==> config.mk <==
export PLATFORM = sky130hd
export DESIGN_NAME = seg_scan_ctrl
export DESIGN_NICKNAME = d
export VERILOG_FILES = /design/src/rtl/seg_scan_ctrl.sv
export SDC_FILE = /design/constraint.sdc
export NUM_CORES = 1
export LEC_CHECK = 0
export ABC_AREA = 1
export CAP_MARGIN = 20
export CORE_ASPECT_RATIO = 1.4
export CORE_MARGIN = 2
export CORE_UTILIZATION = 40
export DETAILED_ROUTE_END_ITERATION = 8
export HOLD_SLACK_MARGIN = 0.05
export PLACE_DENSITY = 0.68
export SYNTH_ARGS = -nofsm -noshare
export SYNTH_HDL_FRONTEND = slang
export SYNTH_SLANG_ARGS = --single-unit
==> constraint.sdc <==
create_clock -name clk -period 4.75 [get_ports clk]
set_input_delay 0.475 -clock clk [delete_from_list [all_inputs] [get_ports clk]]
set_output_delay 0.475 -clock clk [all_outputs]
set_load 0.1 [all_outputs]
==> src/rtl/seg_scan_ctrl.sv <==
// Time-multiplexed scan controller for a common-anode seven-segment display.
// Drives one shared BCD decoder, with a per-slot anode guard, leading-zero blanking and frame-aligned updates.
module seg_scan_ctrl #(
    parameter int NUM_DIGITS = 4,
    parameter int TICK_DIV   = 1000,
    parameter int GUARD      = 4
) (
    input  logic                    clk,
    input  logic                    rst_n,
    input  logic                    enable,
    input  logic                    load,
    input  logic [4*NUM_DIGITS-1:0] bcd_in,
    input  logic                    blank_lz,
    output logic [3:0]              dig_code,
    output logic [NUM_DIGITS-1:0]   an_n,
    output logic                    frame_start,
    output logic                    pend
);

    localparam int CW = (TICK_DIV > 1) ? $clog2(TICK_DIV) : 1;
    localparam int IW = $clog2(NUM_DIGITS);
    localparam logic [CW-1:0] CNT_LAST  = CW'(TICK_DIV - 1);
    localparam logic [CW-1:0] GUARD_CNT = CW'(GUARD);
    localparam logic [IW-1:0] IDX_LAST  = IW'(NUM_DIGITS - 1);

    typedef enum logic [1:0] {ST_OFF, ST_GUARD, ST_DRIVE} state_t;

    state_t                  state, nxt_state;
    logic [CW-1:0]           cnt, nxt_cnt;
    logic [IW-1:0]           idx, nxt_idx;
    logic [4*NUM_DIGITS-1:0] disp_reg, pend_reg, nxt_disp;
    logic                    boundary, xfer;
    logic [3:0]              nxt_code;
    logic [NUM_DIGITS-1:0]   nxt_an_n;
    logic                    nxt_fs;

    // Outputs are registered from the next-cycle slot position, so each
    // output cycle matches the cnt/idx held in that same cycle.
    // NOTE: sequential state uses non-blocking assignments so every register
    // samples pre-edge values regardless of statement order.
    always_ff @(posedge clk or negedge rst_n) begin
        if (!rst_n) begin
            state       <= ST_OFF;
            cnt         <= '0;
            idx         <= '0;
            dig_code    <= 4'hF;
            an_n        <= '1;
            frame_start <= 1'b0;
        end else begin
            state       <= nxt_state;
            cnt         <= nxt_cnt;
            idx         <= nxt_idx;
            dig_code    <= nxt_code;
            an_n        <= nxt_an_n;
            frame_start <= nxt_fs;
        end
    end

    // NOTE: the double buffers are plain flops, not RAM, so they are reset to
    // give a defined blank display and no stale pending value after reset.
    always_ff @(posedge clk or negedge rst_n) begin
        if (!rst_n) begin
            disp_reg <= '0;
            pend_reg <= '0;
            pend     <= 1'b0;
        end else begin
            if (xfer) disp_reg <= pend_reg;
            if (load) begin
                pend_reg <= bcd_in;
                pend     <= 1'b1;
            end else if (xfer) begin
                pend     <= 1'b0;
            end
        end
    end

    // A boundary is the wrap out of the last digit, or the first enabled
    // cycle after being dark.
    // NOTE: every comb output gets a default first, so no path infers a latch.
    always_comb begin
        nxt_cnt   = '0;
        nxt_idx   = '0;
        boundary  = 1'b0;
        nxt_state = ST_OFF;
        if (enable) begin
            if (state == ST_OFF) begin
                boundary = 1'b1;
            end else if (cnt == CNT_LAST) begin
                if (idx == IDX_LAST) boundary = 1'b1;
                else                 nxt_idx  = idx + IW'(1);
            end else begin
                nxt_cnt = cnt + CW'(1);
                nxt_idx = idx;
            end
            nxt_state = (nxt_cnt < GUARD_CNT) ? ST_GUARD : ST_DRIVE;
        end
        xfer     = boundary && pend;
        nxt_disp = xfer ? pend_reg : disp_reg;
    end

    always_comb begin
        logic [3:0] nib;
        logic       blank;
        nib      = 4'h0;
        blank    = blank_lz && (nxt_idx != '0);
        nxt_code = 4'hF;
        nxt_an_n = '1;
        nxt_fs   = 1'b0;
        for (int d = 0; d < NUM_DIGITS; d++) begin
            if (IW'(d) == nxt_idx) nib = nxt_disp[4*d +: 4];
            if (IW'(d) >= nxt_idx && nxt_disp[4*d +: 4] != 4'h0) blank = 1'b0;
        end
        if (nxt_state != ST_OFF) begin
            nxt_code = blank ? 4'hF : nib;
            nxt_fs   = boundary;
            if (nxt_state == ST_DRIVE) nxt_an_n[nxt_idx] = 1'b0;
        end
    end

endmodule

# After elaboration in Yosys (flattened, before gate mapping)
# Index checks and enable logic that the tools add are counted.
# W data, S select, Z words.
dict set report totals {
  reg_bits 56
  wordCells 73
}
dict set report classes {
  reduce_logical 16
  n_lt_le_gt_ge 7
  n_addsub 2
  mux 32
  n_bitwise 1
  n_eq_ne 6
}
# op n
set op_table {}
lappend op_table {{$mux W10} 4}
lappend op_table {{$mux W4} 8}
lappend op_table {{$mux W16} 1}
lappend op_table {{$reduce_bool A4 Y1} 4}
lappend op_table {{$mux W1} 12}
lappend op_table {{$mux W2} 6}
lappend op_table {{$add A10 B1 Y10 const B} 1}
lappend op_table {{$eq A10 B10 Y1 const B} 1}
lappend op_table {{$lt A10 B3 Y1 const B} 1}
lappend op_table {{$logic_and A1 B1 Y1} 7}
lappend op_table {{$reduce_bool A2 Y1} 3}
lappend op_table {{$eq A2 B2 Y1 const A} 2}
lappend op_table {{$eq A2 B2 Y1 const B} 2}
lappend op_table {{$ge A1 B2 Y1 const A} 2}
lappend op_table {{$ge A2 B2 Y1 const A} 2}
lappend op_table {{$logic_not A2 Y1} 2}
lappend op_table {{$not A4 Y4} 1}
lappend op_table {{$lt A2 B3 Y1 const B} 1}
lappend op_table {{$add A2 B1 Y2 const B} 1}
lappend op_table {{$demux W1 S2} 1}
lappend op_table {{$eq A1 B2 Y1 const A} 1}
lappend op_table {{$ge A2 B1 Y1 const B} 1}

# Depth between registers and ports, before layout
# Gate-level depths: netlist (run 1).
dict set report logic_depth {
  ltp_word 15
  mapped_depth 14
  depth_no_buf 13
}

# Worst setup path after synthesis (run 1)
# No wires, ideal clock.
dict set report synth_path {
  kind {register to register}
  startpoint {reg pend}
  endpoint {reg dig_code[0]}
  n_path_buf 1
  path_stages_with_launch 8
  arrival_ns 1.858
  path_slack_ns 2.832
  period_less_slack_ns 1.918
  cell_sequence {dfrtp_1 > clkbuf_1 > nand4_1 > nand2_1 > nand3_1 > nor2_1 > nand3_2 > nand2_1}
}
dict set report synth_via {
  elab_chain_len 10
  word_cells_on_any_way 20
  classes_between {mux (11); reduce/logical (9)}
}
# element line_no
set synth_rtl {}
lappend synth_rtl {{start, declared} 17} ;# output logic pend
lappend synth_rtl {{start signal, assigned} 65} ;# pend <= 1'b0;
lappend synth_rtl {{start signal, assigned} 70} ;# pend <= 1'b1;
lappend synth_rtl {{start signal, assigned} 72} ;# pend <= 1'b0;
lappend synth_rtl {{$logic_and A1 B1 Y1 (*)} 97} ;# xfer = boundary && pend;
lappend synth_rtl {{$mux W16 (*)} n/a}
lappend synth_rtl {{$reduce_bool A4 Y1} 111} ;# if (IW'(d) >= nxt_idx && nxt_disp[4*d +: 4] != 4'h0) blank = 1'b0;
lappend synth_rtl {{$logic_and A1 B1 Y1} 111}
lappend synth_rtl {{$mux W1 (4 in a row)} 111}
lappend synth_rtl {{$mux W4 (*)} 114} ;# nxt_code = blank ? 4'hF : nib;
lappend synth_rtl {{$mux W4 (*)} 113} ;# if (nxt_state != ST_OFF) begin
lappend synth_rtl {{via nxt_code[0]} 33} ;# logic [3:0] nxt_code;
lappend synth_rtl {{end signal, assigned} 53} ;# dig_code <= nxt_code;
lappend synth_rtl {{end, declared} 14} ;# output logic [3:0] dig_code,
# Mark *: on every way through the listed nets, which the timed path passes. The rest lies on a longest branch.
# A chain may end at the register's enable or synchronous reset.

# Worst setup path in the final report (run 1)
dict set report layout_path {
  startpoint {reg pend}
  endpoint {out pend}
}
# No word-level cell between the ends.

==> PnR_summary.wiki, run 1 <==
{| class="wikitable"
! Metric !! Value
|-
| Detailed router's first-iteration violation count || 62
|-
| Area added between synthesis and finish || 18.0%
|-
| CTS tree || built
|-
| Stage delay of the slowest cell on the critical path || 1230 ps
|-
| Core region area || 0.00617 sq mm
|-
| Largest register FFs || 17
|-
| Sum of routed wire length over all layers || 4.89 mm
|-
| Dominant combinational cell family by area after synthesis || simple AND/OR/NAND/NOR gates
|-
| Max transition margin || 0.348
|-
| Path class of the lowest-slack min-delay path || primary input to async pin
|-
| Number of fillers in the final layout || 604
|-
| Final period demand of the worst path || 2640 ps
|-
| Top Ports || 31
|-
| Post-route worst hold slack || 277 ps
|-
| Required time reported for the critical path endpoint || between 4000 and 5000 ps
|-
| Max FO, Critical Path || 14
|-
| Most used DFF post-synth || dfrtp_1
|-
| Flip-flop and latch count after synthesis || 56
|-
| # rows || 34
|-
| Fraction of synthesized cell area in xor and xnor cells || 0
|-
| Die Footprint || around 0.0070 sq mm
|-
| Number of gates on the worst path with buffers counted || 1
|-
| GR Util All Layers || 0.155
|-
| Fraction of synthesized area in multiplexers || 0.0402
|-
| RSZ-0062 raised after global routing || no
|-
| Total number of vias || 1878
|-
| Number of enable-type register cells in the synthesized netlist || 0
|-
| Number of antenna violations at the first check in global routing || 0
|-
| Storage element area || about 0.0014 sq mm
|-
| Nets in the synthesized netlist || 302
|-
| List of cells traversed by the critical path || clkdlybuf4s50_1
|-
| Synthesized-area fraction occupied by and/or/nand/nor cells || 0.256
|-
| End of the worst register-to-register path || dig_code[2]
|-
| Dpl hpwl || ~3.6 mm
|-
| Buffer count from post-CTS setup fixing || 0
|-
| Critical path launch point || pend
|-
| Clock tree buffer depth || 2
|-
| Maximum number of pins on one net before global-route repair || 57
|-
| Count of final hold-check violations || 0
|-
| Pre-Repair DR Iteration Count || 4
|-
| Static leakage power || 0.00142 uW
|-
| Most common cell after layout, fill and taps aside || nand2_1
|-
| Total number of H-tree levels || 2
|-
| Reg2Reg Setup Slack || 2390 ps
|-
| Setup Skew || ~12 ps
|-
| Skew-Pair Late Insertion Delay || around 300 ps
|-
| CTS hold repair buffers || 0
|-
| Part of the cycle the worst path needs || 0.555
|-
| Slew Limit Fails || 0
|-
| Sort of element at the start of the critical path || register
|-
| Slowest library cell on the worst path || clkdlybuf4s50_1
|-
| Area taken by multi-input logic gates || ~940 sq um
|-
| Crit Path Class || register to output pin
|-
| Nets || 331
|-
| Synthesized-area fraction occupied by ao, oa, aoi and oai cells || 0.0676
|-
| Total negative setup slack || 0 ps
|-
| Highest Clock Rate || 379 MHz
|-
| Overall die width || 71.1 um
|-
| Count of final setup violators || 0
|-
| Worst setup EP type || output pin
|-
| Clock transition at path regs || 90 ps
|-
| Die Ht || 97.9 um
|-
| Cell Area, Synth || 0.00252 sq mm
|-
| Run status || finished, final reports clean
|-
| Number of global-route vias before repair || 1910
|-
| Global placer's final weighted congestion || 0.890
|-
| Average routed wire per standard cell || ~13 um
|-
| Count of cells along the worst register-to-register path || 11
|-
| Mean instance size in the synthesized netlist || 9.03 sq um
|-
| Critical path's top delay family || buffers and inverters
|-
| Launch instance of the worst register-to-register path || cnt[0]
|-
| Clock buffer count from CTS || 5
|-
| Number of sinks on the clock net || 56
|-
| Ant diodes || 0
|-
| Number of buffers and inverters on the critical path || 1
|-
| Arr. time, crit path || 2160 ps
|-
| Share of the yosys chip area belonging to registers || 0.560
|-
| Ratio of total power to cell area || between 300 and 400 mW/mm^2
|-
| Overflow after GRT || 0
|-
| Number of port buffers || 30
|-
| End of the critical path || pend
|-
| Yosys cell types || 29
|-
| Remaining number of nets flagged by the antenna check after routing || 0
|-
| Leading cell types in the layout, fill and taps excluded || nand2_1 (67), dfrtp_1 (48), nor2_1 (32)
|-
| Avg Vias per Cell || 4.93
|-
| Root buf cell || clkbuf_8
|-
| Gates resized, CTS repair || 0
|-
| Peak supply drop || ~0.00017 V
|-
| Total number of yosys warnings || 0
|-
| Proportion of synthesized flip-flops having asynchronous set or reset || 1.00
|-
| Worst Max-Slew Pin Slew || between 900 and 1000 ps
|-
| Effective utilization at floorplan || 0.408
|-
| Adder-cell area share of the yosys netlist || 0.00994
|-
| Fraction of final layout cells sized beyond drive strength 1 || 0.133
|-
| Post-Syn Instances || 279
|-
| Max-cap violations || 0
|-
| First-pass GRT wire length || 8.71 mm
|-
| Remaining DRCs || 0
|}
-- per-stage QoR --
step	total power (uW)	instance area, sq um	setup WS [ps]	std cells	util
after floorplan	672	2520	2830	279	-
after global placement	728	2870	1910	373	0.465
after detailed placement	731	2870	1890	373	0.465
after CTS	1030	2970	2120	381	0.482
after global routing	1080	2970	1890	381	0.482
final	1020	2970	2110	381	0.482
-- cell families after synthesis --
| family | after synthesis |
|---|---|
| AOI/OAI and AO/OA | 30 |
| muxes | 9 |
| buffers and inverters | 41 |
| adders and majority gates | 2 |
| DFF | 56 |
| and+or+nand+nor | 141 |
-- routing by layer --
metal  track usage  wire, um  up-vias
li1              -         -      950
met1         0.191      2080      889
met2         0.264      2580       29
met3        0.0248       116       10
met4        0.0697       124        0
met5             0         0        -
-- report_power, final --
group | total (uW) | internal, uW | switching, uW
Clock | 296 | 158 | 138
Sequential | 541 | 525 | 16.7
Combinational | 179 | 58.3 | 120
-- Yosys cell counts, drive strengths merged (2+ instances only) --
| library cell | instances | area share |
|---|---|---|
| nand3 | 18 | 0.042 |
| inv | 32 | 0.048 |
| o21ai | 22 | 0.045 |
| mux2 | 9 | 0.040 |
| dfstp | 8 | 0.083 |
| a21oi | 2 | 0.0040 |
| nand2 | 73 | 0.11 |
| o211ai | 2 | 0.0060 |
| buf | 3 | 0.0094 |
| dfrtp | 48 | 0.48 |
| nand4 | 15 | 0.042 |
| ha | 2 | 0.0099 |
| nor2 | 34 | 0.055 |
| clkbuf | 6 | 0.0089 |
-- final cells by class --
type	count	share of cell area
Multi-Input combinational cell	182	0.317
Sequential cell	56	0.475
Clock inverter	1	0.0101
Tap cell	72	0.0303
Timing Repair Buffer	31	0.102
Inverter	32	0.0404
Clock buffer	7	0.0257
-- how the worst min path moves through the flow --
stage / start / to / slack [ps] / cells after the start
final: rst_n / cnt[5] / 280 / 2
after global routing: rst_n / cnt[5] / 350 / 2
after CTS: rst_n / cnt[3] / 320 / 2
after detailed placement: cnt[0] / cnt[0] / 450 / 1
after global placement: cnt[0] / cnt[0] / 450 / 1
after floorplan: rst_n / cnt[0] / 180 / 0
Power figures use the tool's default switching activity.
==> run 2: changes to the inputs <==
--- a/config.mk
+++ b/config.mk
@@ -12,7 +12,7 @@
 export CORE_UTILIZATION = 40
 export DETAILED_ROUTE_END_ITERATION = 8
 export HOLD_SLACK_MARGIN = 0.05
-export PLACE_DENSITY = 0.68
+export PLACE_DENSITY = 0.7
 export SYNTH_ARGS = -nofsm -noshare
 export SYNTH_HDL_FRONTEND = slang
 export SYNTH_SLANG_ARGS = --single-unit
==> constraint.sdc (replaced) <==
create_clock -name clk -period 2.4 [get_ports clk]
set_input_delay 0.24 -clock clk [delete_from_list [all_inputs] [get_ports clk]]
set_output_delay 0.24 -clock clk [all_outputs]
set_load 0.1 [all_outputs]
==> PnR_summary.wiki, run 2 (same netlist as run 1, synthesis figures left out) <==
{| class="wikitable"
! Metric !! Value
|-
| Run status || finished, final reports clean
|-
| Static leakage power || 0.00145 uW
|-
| Core region area || 0.00617 sq mm
|-
| Overall die width || 71.1 um
|-
| Sort of element at the start of the critical path || register
|-
| Number of global-route vias before repair || 2016
|-
| Global placer's final weighted congestion || 0.868
|-
| Nets || 335
|-
| Fraction of final layout cells sized beyond drive strength 1 || 0.173
|-
| Clock buffer count from CTS || 5
|-
| Highest Clock Rate || about 480 MHz
|-
| Setup Skew || 11.0 ps
|-
| Total number of vias || 1942
|-
| Leading cell types in the layout, fill and taps excluded || nand2_1 (67), dfrtp_1 (48), nor2_1 (32)
|-
| Ratio of total power to cell area || 677 mW/mm^2
|-
| # rows || 34
|-
| Overflow after GRT || 0
|-
| Max FO, Critical Path || 21
|-
| Ant diodes || 0
|-
| Count of final setup violators || 0
|-
| Total number of H-tree levels || 2
|-
| Number of fillers in the final layout || 598
|-
| Remaining DRCs || 0
|-
| Clk network pwr share || 0.295
|-
| Part of the cycle the worst path needs || 0.859
|-
| Sw power || 562 uW
|-
| Switching part of the total power || 0.277
|-
| Path class of the lowest-slack min-delay path || register to register
|-
| Cell-internal power || 1470 uW
|-
| Pre-Repair DR Iteration Count || 4
|-
| Storage element area || 0.00141 sq mm
|-
| Detailed router's first-iteration violation count || 96
|-
| Maximum number of pins on one net before global-route repair || 31
|-
| CTS tree || built
|-
| Largest register FFs || 17
|-
| Skew-Pair Late Insertion Delay || 310 ps
|-
| Sum of routed wire length over all layers || 4.97 mm
|-
| Max transition margin || 0.575
|-
| Effective utilization at floorplan || 0.408
|-
| Final period demand of the worst path || around 2100 ps
|-
| Avg Vias per Cell || between 5 and 6
|-
| Required time reported for the critical path endpoint || approximately 2700 ps
|-
| Number of antenna violations at the first check in global routing || 0
|-
| Most common cell after layout, fill and taps aside || nand2_1
|-
| Count of final hold-check violations || 0
|-
| Average routed wire per standard cell || 12.9 um
|-
| Worst setup EP type || register
|-
| Peak supply drop || 0.000362 V
|-
| Crit Path Class || register to register
|-
| Die Ht || 97.9 um
|-
| Worst min-delay path startpoint || cnt[0]
|-
| Critical path launch point || cnt[0]
|-
| Clock transition at path regs || ~90 ps
|-
| Launch instance of the worst register-to-register path || cnt[0]
|-
| Number of port buffers || 30
|-
| Root buf cell || clkbuf_8
|-
| Number of sinks on the clock net || between 50 and 60
|-
| Total power of the final layout || around 2000 uW
|-
| RSZ-0062 raised after global routing || no
|-
| Worst Max-Slew Pin Slew || 638 ps
|-
| Max-cap violations || 0
|-
| Remaining number of nets flagged by the antenna check after routing || 0
|-
| Area added between synthesis and finish || 19.1%
|-
| GR Util All Layers || 0.160
|-
| Top Ports || 31
|-
| Combinational cell fraction of total power || 0.177
|-
| Dpl hpwl || 3.80 mm
|-
| Slew Limit Fails || 0
|-
| Total negative setup slack || 0 ps
|-
| Area taken by multi-input logic gates || around 950 sq um
|-
| Arr. time, crit path || 2320 ps
|-
| Clock tree buffer depth || 2
|-
| First-pass GRT wire length || 8.87 mm
|-
| Die Footprint || 0.00696 sq mm
|-
| Share of total power in sequential cells || 0.529
|}
## run 2: cell count changes in the layout (fill, tap and decap cells not counted)
cell             delta
dlygate4sd3_1       +1
clkdlybuf4s50_1    -10
nand3_2             -1
buf_12              +1
buf_4              +12
nand3_4             +1
## run 2: metal layers
layer	vias to the layer above	share of wire	GRT usage
met5	-	0	0
met2	38	0.53	0.288
met1	928	0.42	0.189
li1	968	-	-
met4	0	0.019	0.0552
met3	8	0.030	0.0279
## run 2: cell type report
cell class                 count  share of cell area
clock inverter                 1              0.0100
tap                           72              0.0300
inverter                      32              0.0400
multi-input combinational    182               0.316
clock buffer                   7              0.0254
sequential                    56               0.471
timing repair buffer          35               0.108
## run 2: final timing paths
kind	endpoint	slack, ps	cells past startpoint
max in group asynchronous	cnt[0]	1340	3
min reg2reg	cnt[0]	460	1
max reg2reg	dig_code[0]	340	13
min in group asynchronous	disp_reg[7]	480	2
max	dig_code[0]	340	13
min	cnt[0]	460	1
## run 2: timing repair
item | 4_1_cts | 5_1_grt
resized for setup | 0 | 1
setup buffers | 0 | 0
endpoints found under the setup margin | 0 | 4
hold buffers | 1 | 0
hold endpoints to repair | 18 | 0
## run 2: power by group through the flow
stage / clock network [uW] / logic [uW] / registers [uW]
after floorplan: 0 / 168 / 1160
after global placement: 0 / 351 / 1090
after detailed placement: 0 / 357 / 1090
after CTS: 624 / 361 / 1070
after global routing: 653 / 399 / 1090
final: 599 / 359 / 1070
## run 2: metrics by stage
step	area [sq um]	utilization	cells	hold WS, ps	setup slack, ps
2_1_floorplan	2520	-	279	-55.6	482
3_3_place_gp	2880	0.466	376	294	251
3_5_place_dp	2880	0.466	376	297	191
4_1_cts	2990	0.485	385	473	163
5_1_grt	3000	0.486	385	499	24.2
6_report	3000	0.486	385	464	338
## run 2: critical path, stage by stage, from the launching register on
cell and delay, ps:
dfrtp_1 370, ha_1 160, nand2_1 70, inv_1 150
nand4_2 120, nand2_2 230, nand3_4 260, nand2_1 140
nand2_1 90, nor2_1 110, nand2_1 60, nand2_1 70
nand3_2 100, nand2_1 80
==> run 3: changes to the inputs <==
--- a/config.mk
+++ b/config.mk
@@ -8,11 +8,12 @@
 export ABC_AREA = 1
 export CAP_MARGIN = 20
 export CORE_ASPECT_RATIO = 1.4
-export CORE_MARGIN = 2
 export CORE_UTILIZATION = 40
 export DETAILED_ROUTE_END_ITERATION = 8
+export GPL_ROUTABILITY_DRIVEN = 1
 export HOLD_SLACK_MARGIN = 0.05
 export PLACE_DENSITY = 0.7
+export REMOVE_ABC_BUFFERS = 1
 export SYNTH_ARGS = -nofsm -noshare
 export SYNTH_HDL_FRONTEND = slang
 export SYNTH_SLANG_ARGS = --single-unit
==> PnR_summary.wiki, run 3 (same netlist as run 1, synthesis figures left out) <==
{| class="wikitable"
! Metric !! Value
|-
| Total number of H-tree levels || 2
|-
| Die Ht || 95.9 um
|-
| Most common cell after layout, fill and taps aside || nand2_1
|-
| Nets || approximately 340
|-
| Dpl hpwl || 3.77 mm
|-
| Overflow after GRT || 0
|-
| Buffer count from post-CTS setup fixing || 0
|-
| Highest Clock Rate || 482 MHz
|-
| Pre-Repair DR Iteration Count || 4
|-
| Sum of routed wire length over all layers || just under 5 mm
|-
| Die Footprint || about 0.0066 sq mm
|-
| Combinational cell fraction of total power || 0.185
|-
| Number of buffers and inverters on the critical path || 1
|-
| RSZ-0062 raised after global routing || no
|-
| Number of global-route vias before repair || 1936
|-
| Worst setup EP type || register
|-
| Fraction of final layout cells sized beyond drive strength 1 || 0.187
|-
| GR Util All Layers || 0.165
|-
| Count of final setup violators || 0
|-
| Worst setup slack after layout || around 320 ps
|-
| Clock buffer count from CTS || 5
|-
| Most frequent cell on the critical path || nand2_1
|-
| Top Ports || 31
|-
| Run status || finished, final reports clean
|-
| Launch instance of the worst register-to-register path || cnt[0]
|-
| Effective utilization at floorplan || 0.424
|-
| Skew-Pair Late Insertion Delay || 310 ps
|-
| Number of antenna violations at the first check in global routing || 0
|-
| Total power of the final layout || 1950 uW
|-
| Global placer's final weighted congestion || 0.860
|-
| Leading cell types in the layout, fill and taps excluded || nand2_1 (67), dfrtp_1 (48), nor2_1 (32)
|-
| Gates resized, CTS repair || 0
|-
| Ant diodes || 0
|-
| Sw power || 559 uW
|-
| Number of sinks on the clock net || 56
|-
| Clk network pwr share || 0.267
|-
| Ratio of total power to cell area || 654 mW/mm^2
|-
| Area added between synthesis and finish || 18.1%
|-
| Post-place setup slack || 312 ps
|-
| Average routed wire per standard cell || 12.7 um
|-
| Number of port buffers || 30
|-
| CTS hold repair buffers || 0
|-
| Arr. time, crit path || 2330 ps
|-
| Path class of the lowest-slack min-delay path || primary input to async pin
|-
| Cell-internal power || 1390 uW
|-
| Total negative setup slack || 0 ps
|-
| Detailed router's first-iteration violation count || 112
|-
| Post-placement cell area || 0.00288 sq mm
|-
| Overall die width || 69.1 um
|-
| Slew Limit Fails || 0
|-
| Setup Skew || around 5.9 ps
|-
| Count of final hold-check violations || 0
|-
| First-pass GRT wire length || between 8 and 9 mm
|-
| Worst Max-Slew Pin Slew || around 940 ps
|-
| List of cells traversed by the critical path || ha_1, nand2_1, inv_1, nand4_2, nand2_2, nand3_2, nand2_1, nand2_2, nor2_1, nand2_1, nand2_1, nand3_2, nand2_1
|-
| Max FO, Critical Path || 21
|-
| Crit Path Class || register to register
|-
| Maximum number of pins on one net before global-route repair || 44
|-
| # rows || 33
|-
| Slowest library cell on the worst path || dfrtp_1
|-
| Static leakage power || 0.00145 uW
|-
| Avg Vias per Cell || about 5.0
|-
| Storage element area || 0.00141 sq mm
|-
| Critical path's top delay family || simple AND/OR/NAND/NOR gates
|-
| Clock transition at path regs || about 90 ps
|-
| Number of fillers in the final layout || 586
|-
| Root buf cell || clkbuf_8
|-
| Switching part of the total power || 0.287
|-
| Area taken by multi-input logic gates || 941 sq um
|-
| Required time reported for the critical path endpoint || approximately 2700 ps
|-
| Part of the cycle the worst path needs || 0.865
|-
| Stage delay of the slowest cell on the critical path || 370 ps
|-
| Critical path launch point || cnt[0]
|-
| Sort of element at the start of the critical path || register
|-
| Max-cap violations || 0
|-
| Remaining DRCs || 0
|-
| Remaining number of nets flagged by the antenna check after routing || 0
|-
| Max transition margin || 0.375
|-
| Largest register FFs || 17
|-
| CTS tree || built
|-
| Peak supply drop || 0.000427 V
|-
| Core region area || slightly below 0.006 sq mm
|-
| Total number of vias || 1911
|-
| Summed area of non-filler cells in the final layout || 0.00298 sq mm
|-
| Final period demand of the worst path || 2080 ps
|-
| Clock tree buffer depth || 2
|-
| Share of total power in sequential cells || 0.549
|}
[run 3: cell types whose count changed in the layout (fill, tap and decap cells not counted)]
cell | previous run | this run
buf_4 | 13 | 17
clkbuf_1 | 2 | 0
clkinv_2 | 0 | 2
buf_12 | 1 | 0
bufinv_16 | 1 | 0
clkbuf_8 | 5 | 6
dlygate4sd3_1 | 1 | 0
nand3_2 | 2 | 3
nand3_4 | 1 | 0
[run 3: metal layers]
| metal | up-vias | part of all wire | track usage |
|---|---|---|---|
| met2 | 37 | 0.51 | 0.291 |
| met4 | 0 | 0.029 | 0.0782 |
| met3 | 12 | 0.034 | 0.0408 |
| li1 | 965 | - | - |
| met5 | - | 0 | 0 |
| met1 | 897 | 0.43 | 0.187 |
[run 3: metrics by stage]
stage	util	hold slack, ps	cells
after floorplan	-	-55.6	270
after CTS	0.500	95.7	385
after detailed placement	0.485	436	377
after global placement	0.485	426	377
after global routing	0.500	135	385
final	0.500	67.8	385
[run 3: cell type report]
type	count	share of cell area
flip-flops and latches	56	0.474
multi-input cells	182	0.316
well taps	70	0.0294
clock inverters	2	0.00336
repair buffers	37	0.108
clock buffers	6	0.0278
inverters	32	0.0404
[run 3: worst paths after layout]
check / end / slack, ps / cells after the start
setup / recovery: dig_code[1] / 320 / 13
hold / removal: cnt[5] / 70 / 1
setup reg to reg: dig_code[1] / 320 / 13
hold reg to reg: cnt[0] / 460 / 1
max in group asynchronous: pend_reg[12] / 1630 / 2
min in group clk: cnt[0] / 460 / 1
[run 3: power by group through the flow]
stage,clock (uW),sequential [uW],combinational [uW]
4_1_cts,539,1070,364
3_5_place_dp,0,1090,363
5_1_grt,575,1080,399
2_1_floorplan,0,1160,152
3_3_place_gp,0,1090,358
6_report,519,1070,360
